===== src/rtl/lfsr_req_gen.sv =====
// LFSR-driven DDR request generator: fetches random words, decodes them into read/write
// requests, buffers them in a FIFO. Optional readback-after-write: LFSR_REQ_GEN_READBACK_EN.
module lfsr_req_gen #(
   parameter int RAND_W     = 32,
   parameter int ADDR_W     = 28,
   parameter int DATA_W     = 64,
   parameter int NUM_REQ    = 256,
   parameter int FIFO_DEPTH = 4,
   parameter int ADDR_ALIGN = 6
) (
   input  logic              clk,
   input  logic              rst_n,
   input  logic              start,
   output logic              lfsr_en,
   input  logic              lfsr_valid,
   input  logic [RAND_W-1:0] lfsr_random,
   output logic              req_valid,
   input  logic              req_ready,
   output logic              req_write,
   output logic [ADDR_W-1:0] req_addr,
   output logic [DATA_W-1:0] req_wdata,
   output logic              busy,
   output logic              done,
   output logic [15:0]       issued_cnt,
   output logic [2:0]        dbg_state
);

   typedef enum logic [2:0] {
      IDLE  = 3'd0,
      FETCH = 3'd1,
      WAIT  = 3'd2,
      PUSH  = 3'd3,
      DRAIN = 3'd4
   } state_t;

   localparam int PTR_W = $clog2(FIFO_DEPTH);
   localparam int ENT_W = 1 + ADDR_W + DATA_W;
   localparam logic [16:0]       NUM_REQ_L  = 17'(NUM_REQ);
   localparam logic [ADDR_W-1:0] ALIGN_MASK = ADDR_W'({ADDR_W{1'b1}} << ADDR_ALIGN);
   localparam logic [PTR_W:0]    DEPTH_L    = (PTR_W+1)'(FIFO_DEPTH);

   state_t state, state_nxt;

   logic [1:0]        widx;
   logic              cur_write;
   logic [ADDR_W-1:0] cur_addr;
   logic [RAND_W-1:0] cur_w1, cur_w2;
   logic [15:0]       gen_cnt;
   logic              rb_pend;
   logic              rb_start;
   logic              gen_last;

   logic [ENT_W-1:0] mem [FIFO_DEPTH];
   logic [PTR_W-1:0] wr_ptr, rd_ptr;
   logic [PTR_W:0]   count;
   logic             push, pop, full, ent_write;
   logic [ENT_W-1:0] push_ent;

   // Handshake: a request transfers on any cycle where req_valid && req_ready; while
   // req_valid is high and req_ready low the head entry and its fields stay unchanged.
   assign pop       = req_valid && req_ready;
   assign full      = (count == DEPTH_L);
   assign push      = (state == PUSH) && (!full || pop);
   assign gen_last  = ({1'b0, gen_cnt} + 17'd1) >= NUM_REQ_L;
   assign ent_write = cur_write && !rb_pend;
   assign push_ent  = {ent_write, cur_addr, ent_write ? {cur_w2, cur_w1} : {DATA_W{1'b0}}};

`ifdef LFSR_REQ_GEN_READBACK_EN
   assign rb_start = cur_write && !rb_pend;
`else
   assign rb_start = 1'b0;
`endif

   always_ff @(posedge clk or negedge rst_n) begin
      if (!rst_n) state <= IDLE;
      else        state <= state_nxt;
   end

   always_comb begin
      state_nxt = state;
      case (state)
         IDLE:  if (start) state_nxt = FETCH;
         FETCH: state_nxt = WAIT;
         WAIT: begin
            if (lfsr_valid) begin
               if (widx == 2'd2 || (widx == 2'd0 && !lfsr_random[RAND_W-1])) state_nxt = PUSH;
               else                                                         state_nxt = FETCH;
            end
         end
         PUSH: begin
            if (push) begin
               if (gen_last)      state_nxt = DRAIN;
               else if (rb_start) state_nxt = PUSH;
               else               state_nxt = FETCH;
            end
         end
         DRAIN: if (count == '0) state_nxt = IDLE;
         default: state_nxt = IDLE;
      endcase
   end

   always_ff @(posedge clk or negedge rst_n) begin
      if (!rst_n) begin
         widx       <= 2'd0;
         cur_write  <= 1'b0;
         cur_addr   <= '0;
         cur_w1     <= '0;
         cur_w2     <= '0;
         gen_cnt    <= '0;
         issued_cnt <= '0;
         rb_pend    <= 1'b0;
      end else begin
         if (state == IDLE && start) begin
            gen_cnt    <= '0;
            issued_cnt <= '0;
         end else if (pop) begin
            issued_cnt <= issued_cnt + 16'd1;
         end
         if (push) begin
            gen_cnt <= gen_cnt + 16'd1;
            rb_pend <= rb_start && !gen_last;
         end
         // Word 0 carries type and address; writes pull two more words for data.
         if (state == WAIT && lfsr_valid) begin
            case (widx)
               2'd0: begin
                  cur_write <= lfsr_random[RAND_W-1];
                  cur_addr  <= lfsr_random[ADDR_W-1:0] & ALIGN_MASK;
                  widx      <= lfsr_random[RAND_W-1] ? 2'd1 : 2'd0;
               end
               2'd1: begin
                  cur_w1 <= lfsr_random;
                  widx   <= 2'd2;
               end
               default: begin
                  cur_w2 <= lfsr_random;
                  widx   <= 2'd0;
               end
            endcase
         end
      end
   end

   always_ff @(posedge clk) begin
      if (push) mem[wr_ptr] <= push_ent;
   end

   always_ff @(posedge clk or negedge rst_n) begin
      if (!rst_n) begin
         wr_ptr <= '0;
         rd_ptr <= '0;
         count  <= '0;
      end else begin
         if (push) wr_ptr <= wr_ptr + 1'b1;
         if (pop)  rd_ptr <= rd_ptr + 1'b1;
         case ({push, pop})
            2'b10:   count <= count + 1'b1;
            2'b01:   count <= count - 1'b1;
            default: count <= count;
         endcase
      end
   end

   assign req_valid = (count != '0);
   assign {req_write, req_addr, req_wdata} = req_valid ? mem[rd_ptr] : {ENT_W{1'b0}};
   assign lfsr_en   = (state == FETCH);
   assign busy      = (state != IDLE);
   assign done      = (state == DRAIN) && (count == '0);
   assign dbg_state = state;

endmodule


===== config.mk =====
export PLATFORM = sky130hd
export DESIGN_NAME = lfsr_req_gen
export DESIGN_NICKNAME = d
export VERILOG_FILES = /design/src/rtl/lfsr_req_gen.sv
export SDC_FILE = /design/constraint.sdc
export NUM_CORES = 1
export LEC_CHECK = 0
export ABC_AREA = 0
export CAP_MARGIN = 20
export CORE_ASPECT_RATIO = 2
export CORE_MARGIN = 2
export CORE_UTILIZATION = 43
export CTS_BUF_LIST = sky130_fd_sc_hd__clkbuf_4
export DETAILED_ROUTE_END_ITERATION = 10
export GPL_TIMING_DRIVEN = 0
export PLACE_DENSITY = 0.61
export SYNTH_ARGS = -nofsm -noshare
export SYNTH_HDL_FRONTEND = slang
export SYNTH_SLANG_ARGS = --single-unit

===== constraint.sdc =====
create_clock -name clk -period 4.6 [get_ports clk]
set_clock_uncertainty 0.1 [all_clocks]
set_input_delay 0.69 -clock clk [delete_from_list [all_inputs] [get_ports clk]]
set_output_delay 0.69 -clock clk [all_outputs]
set_load 0.005 [all_outputs]

==> impl_metrics.csv <==
group,metric,value,unit
run_status,status,"complete, no violations",
synth,synth-seq-cells,479,
synth,synth_top_area_share,54.30,%
worst_setup_path,r2r_setup_slack,1.80,ns
min_path,hold_path_class,"in2async",
timing,max_freq,0.2390,GHz
timing,fin_crit_sh,90.95,%
cts,worstSkewPairLatency,0.81,ns
global_route,grt-ovfl-total,0,
detailed_routing,post_drt_wl_per_cell,21.28,um
detailed_routing,wl,42470,um
global_route,grt_pass1_wl,64630,um
global_route,gr-usage-all-layers,18.61,%
worst_setup_path,r2r_start,"count[0]",
place,placedInstanceArea,21630,um^2
cts,cts_max_path_buffers,3,
worst_setup_path,cpLargestDelayFamily,"buffers and inverters",
worst_setup_path,crit_type,"reg2out",
worst_setup_path,critPathLaunch,"count[0]",
run,cap_violations,0,
timing,maxSlewViolCount,0,
worst_setup_path,cp-end-kind,"output pin",
layout,register_area,13730,um^2
global_route,grt_pass1_vias,11016,
power_and_ir_drop,ir_drop,0.3654,mV
global_route,grt_max_degree,89,
detailed_routing,via_count,10407,
worst_setup_path,path_max_fanout,10,
layout,finalNetCount,1394,
synth,synth_area,19240,um^2
cts,cts_sinks,479,
timing,fin_crit,4.184,ns
worst_setup_path,crit_required,3.81,ns
layout,num-fill-cells,3787,
cts,path_clk_slew,0.08,ns
cts,root_buffer,"clkbuf_4",
place,gp_congestion,0.7345,
detailed_routing,vias_per_cell,5.214,
synth,netlist_top_cells_count,"348 x edfxtp_1, 156 x and2_1, 131 x dfrtp_1, 88 x mux2_2, 87 x mux4_2",
synth,yosys.cell_types.count,48,
timing,fin_ws,0.4164,ns
place,post-dp-hpwl,27780,um
synth,synth_area_leaders,"edfxtp_1 54%, dfrtp_1 17%, mux4_2 10%",
cts,cts_buffers,104,
timing,finalHoldViolCount,0,
cts,htreeDepth,3,
synth,ys_seq_area_share,71.33,%
detailed_routing,drt-initial-drc-count,569,
floorplan,num_rows,109,
cts,post-cts-setup-buffer-count,0,
timing,final-setup-viol-count,0,
worst_setup_path,path_buf_inv,3,
floorplan,start_util,43.55,%
power_and_ir_drop,pwr_density_cell,659.2,nW/um^2
detailed_routing,drt.antenna.violating_nets,0,
layout,design_area,23140,um^2
timing,tightest_slew,0.8912,ns
worst_setup_path,crit_path_cell_trace,"or3_1 > clkbuf_1 > clkbuf_1 > and2_1 > clkdlybuf4s50_1",
floorplan,die_w,153.6,um
layout,drive_gt1_share,28.26,%
synth,ys_warn_count,0,
layout,areaGrowthSynthToFinish,20.23,%
synth,postSynthCellCount,1082,
synth,ys.flop_type,"edfxtp_1",
detailed_routing,firstDrtPassIters,5,
floorplan,die_h,303.2,um
timing,rsz0062_at_grt,"no",
power_and_ir_drop,p_leak,8.523,nW
place,dpl_worst_slack,0.8702,ns
layout,multi_input_area,5191,um^2
worst_setup_path,cpMostUsedCell,"clkbuf_1",
synth,synthArstFlopShare,27.35,%
detailed_routing,route.detailed.drc,0,
floorplan,die-area,46570,um^2
worst_setup_path,cp-start-kind,"register",
synth,avgSynthCellArea,17.79,um^2
worst_setup_path,crit_path_top_delay_cell,"or3_1",
synth,synth_edf_count,348,
cts,cts_tree,"yes",
synth,synthMostInstantiatedCell,"edfxtp_1",
floorplan,ios,153,
global_route,antenna_found_initial,2,
worst_setup_path,crit_arrival,3.39,ns
worst_setup_path,worst_path_largest_cell_delay,0.57,ns
floorplan,core,44190,um^2
timing,relSlewSlack,40.59,%
synth,synth_area_leader_cell,"edfxtp_1",
place,io_buffers,146,
==> registers in the layout, summed over array words and instances (netlist names) <==
register and cells:
issued_cnt 16, gen_cnt 16, widx 2, cur_w1 32
cur_w2 32, wr_ptr 2, count 3, cur_write 1
rd_ptr 2, mem 348, dbg_state 3, cur_addr 22
==> through the flow <==
| step | power, mW | hold WS (ns) | utilization, % | setup TNS, ns | instances |
|---|---|---|---|---|---|
| 6_report | 15.25 | 0.2948 | 52.36 | 0 | 1996 |
| 5_1_grt | 16.13 | 0.2665 | 52.36 | 0 | 1996 |
| 4_1_cts | 15.54 | 0.2195 | 52.36 | 0 | 1995 |
| 3_5_place_dp | 12.01 | 0.3856 | 48.96 | 0 | 1797 |
| 3_3_place_gp | 11.90 | 0.3800 | 48.47 | -1089.10 | 1788 |
| 2_1_floorplan | 9.377 | 0.2944 | - | 0 | 1087 |
==> cell families after synthesis <==
family	count (synthesis)	synth area share, %
mux	179	15.54
xor+xnor	21	0.9557
compound gates	46	1.417
other cells	1	0.01949
fa+ha+maj	9	0.6242
buf+inv	72	1.840
simple gates	275	8.270
flops	479	71.33
==> placed cells by master, fill, tap and decap left out, types with 8 or more instances in the layout <==
cell,netlist,routed
xor2_1,14,14
or3_1,9,9
inv_1,9,9
nand2_1,32,32
clkbuf_4,0,168
edfxtp_1,348,348
buf_4,9,9
ha_1,8,8
mux2_2,88,88
clkinv_1,0,18
mux4_2,87,87
buf_2,21,21
dfrtp_1,131,131
nor2_1,30,30
o21ai_0,19,19
and2_1,156,152
nand4_1,10,10
clkbuf_1,30,29
clkdlybuf4s50_1,0,145
nand3_1,12,12
==> path summary, 6_finish.rpt <==
path,end,cells after the start
setup / recovery,req_addr[18],5
hold / removal,cur_w1[18],2
setup reg to reg,count[2],11
hold reg to reg,cur_w1[23],1
max in group asynchronous,cur_w2[9],3
min in group clk,cur_w1[23],1
==> power by group <==
group	internal [mW]	switching (mW)	leakage, nW	total [mW]
clock network	1.89	1.60	0.882	3.49
registers	6.03	0.407	4.92	6.44
logic	2.85	2.48	2.73	5.32
total	10.8	4.49	8.52	15.3
==> metal layers <==
metal | wire, um | global-route usage [%]
met1 | 15130 | 19.99
met2 | 24390 | 35.61
met3 | 2070 | 4.415
met4 | 857 | 6.116
met5 | 13 | 0
==> final cells by class <==
class                      count  share of cell area [%]
inverter                      10                  0.1839
clock buffer                 168                   5.451
antenna                        1                 0.01081
clock inverter                30                   1.017
multi-input combinational    536                   22.44
timing repair buffer         156                   7.241
tap                          555                   3.001
buffer                        61                   1.330
sequential                   479                   59.33
==> worst reg2reg max path: stages (launching register included) <==
cell      delay [ns]
dfrtp_1         0.43
or4b_4          0.56
and4b_1         0.20
buf_6           0.15
clkinv_4        0.09
buf_8           0.14
ha_1            0.19
inv_1           0.06
fa_1            0.37
xor2_1          0.15
nor2_1          0.12
xor2_1          0.16
==> what timing repair did <==
| item | 4_1_cts | 5_1_grt |
|---|---|---|
| hold buffers | 1 | 0 |
| hold endpoints to repair | 43 | 0 |
| gates resized for setup | 0 | 0 |
| endpoints found under the setup margin | 10 | 0 |
(Power assumes the default switching activity.)
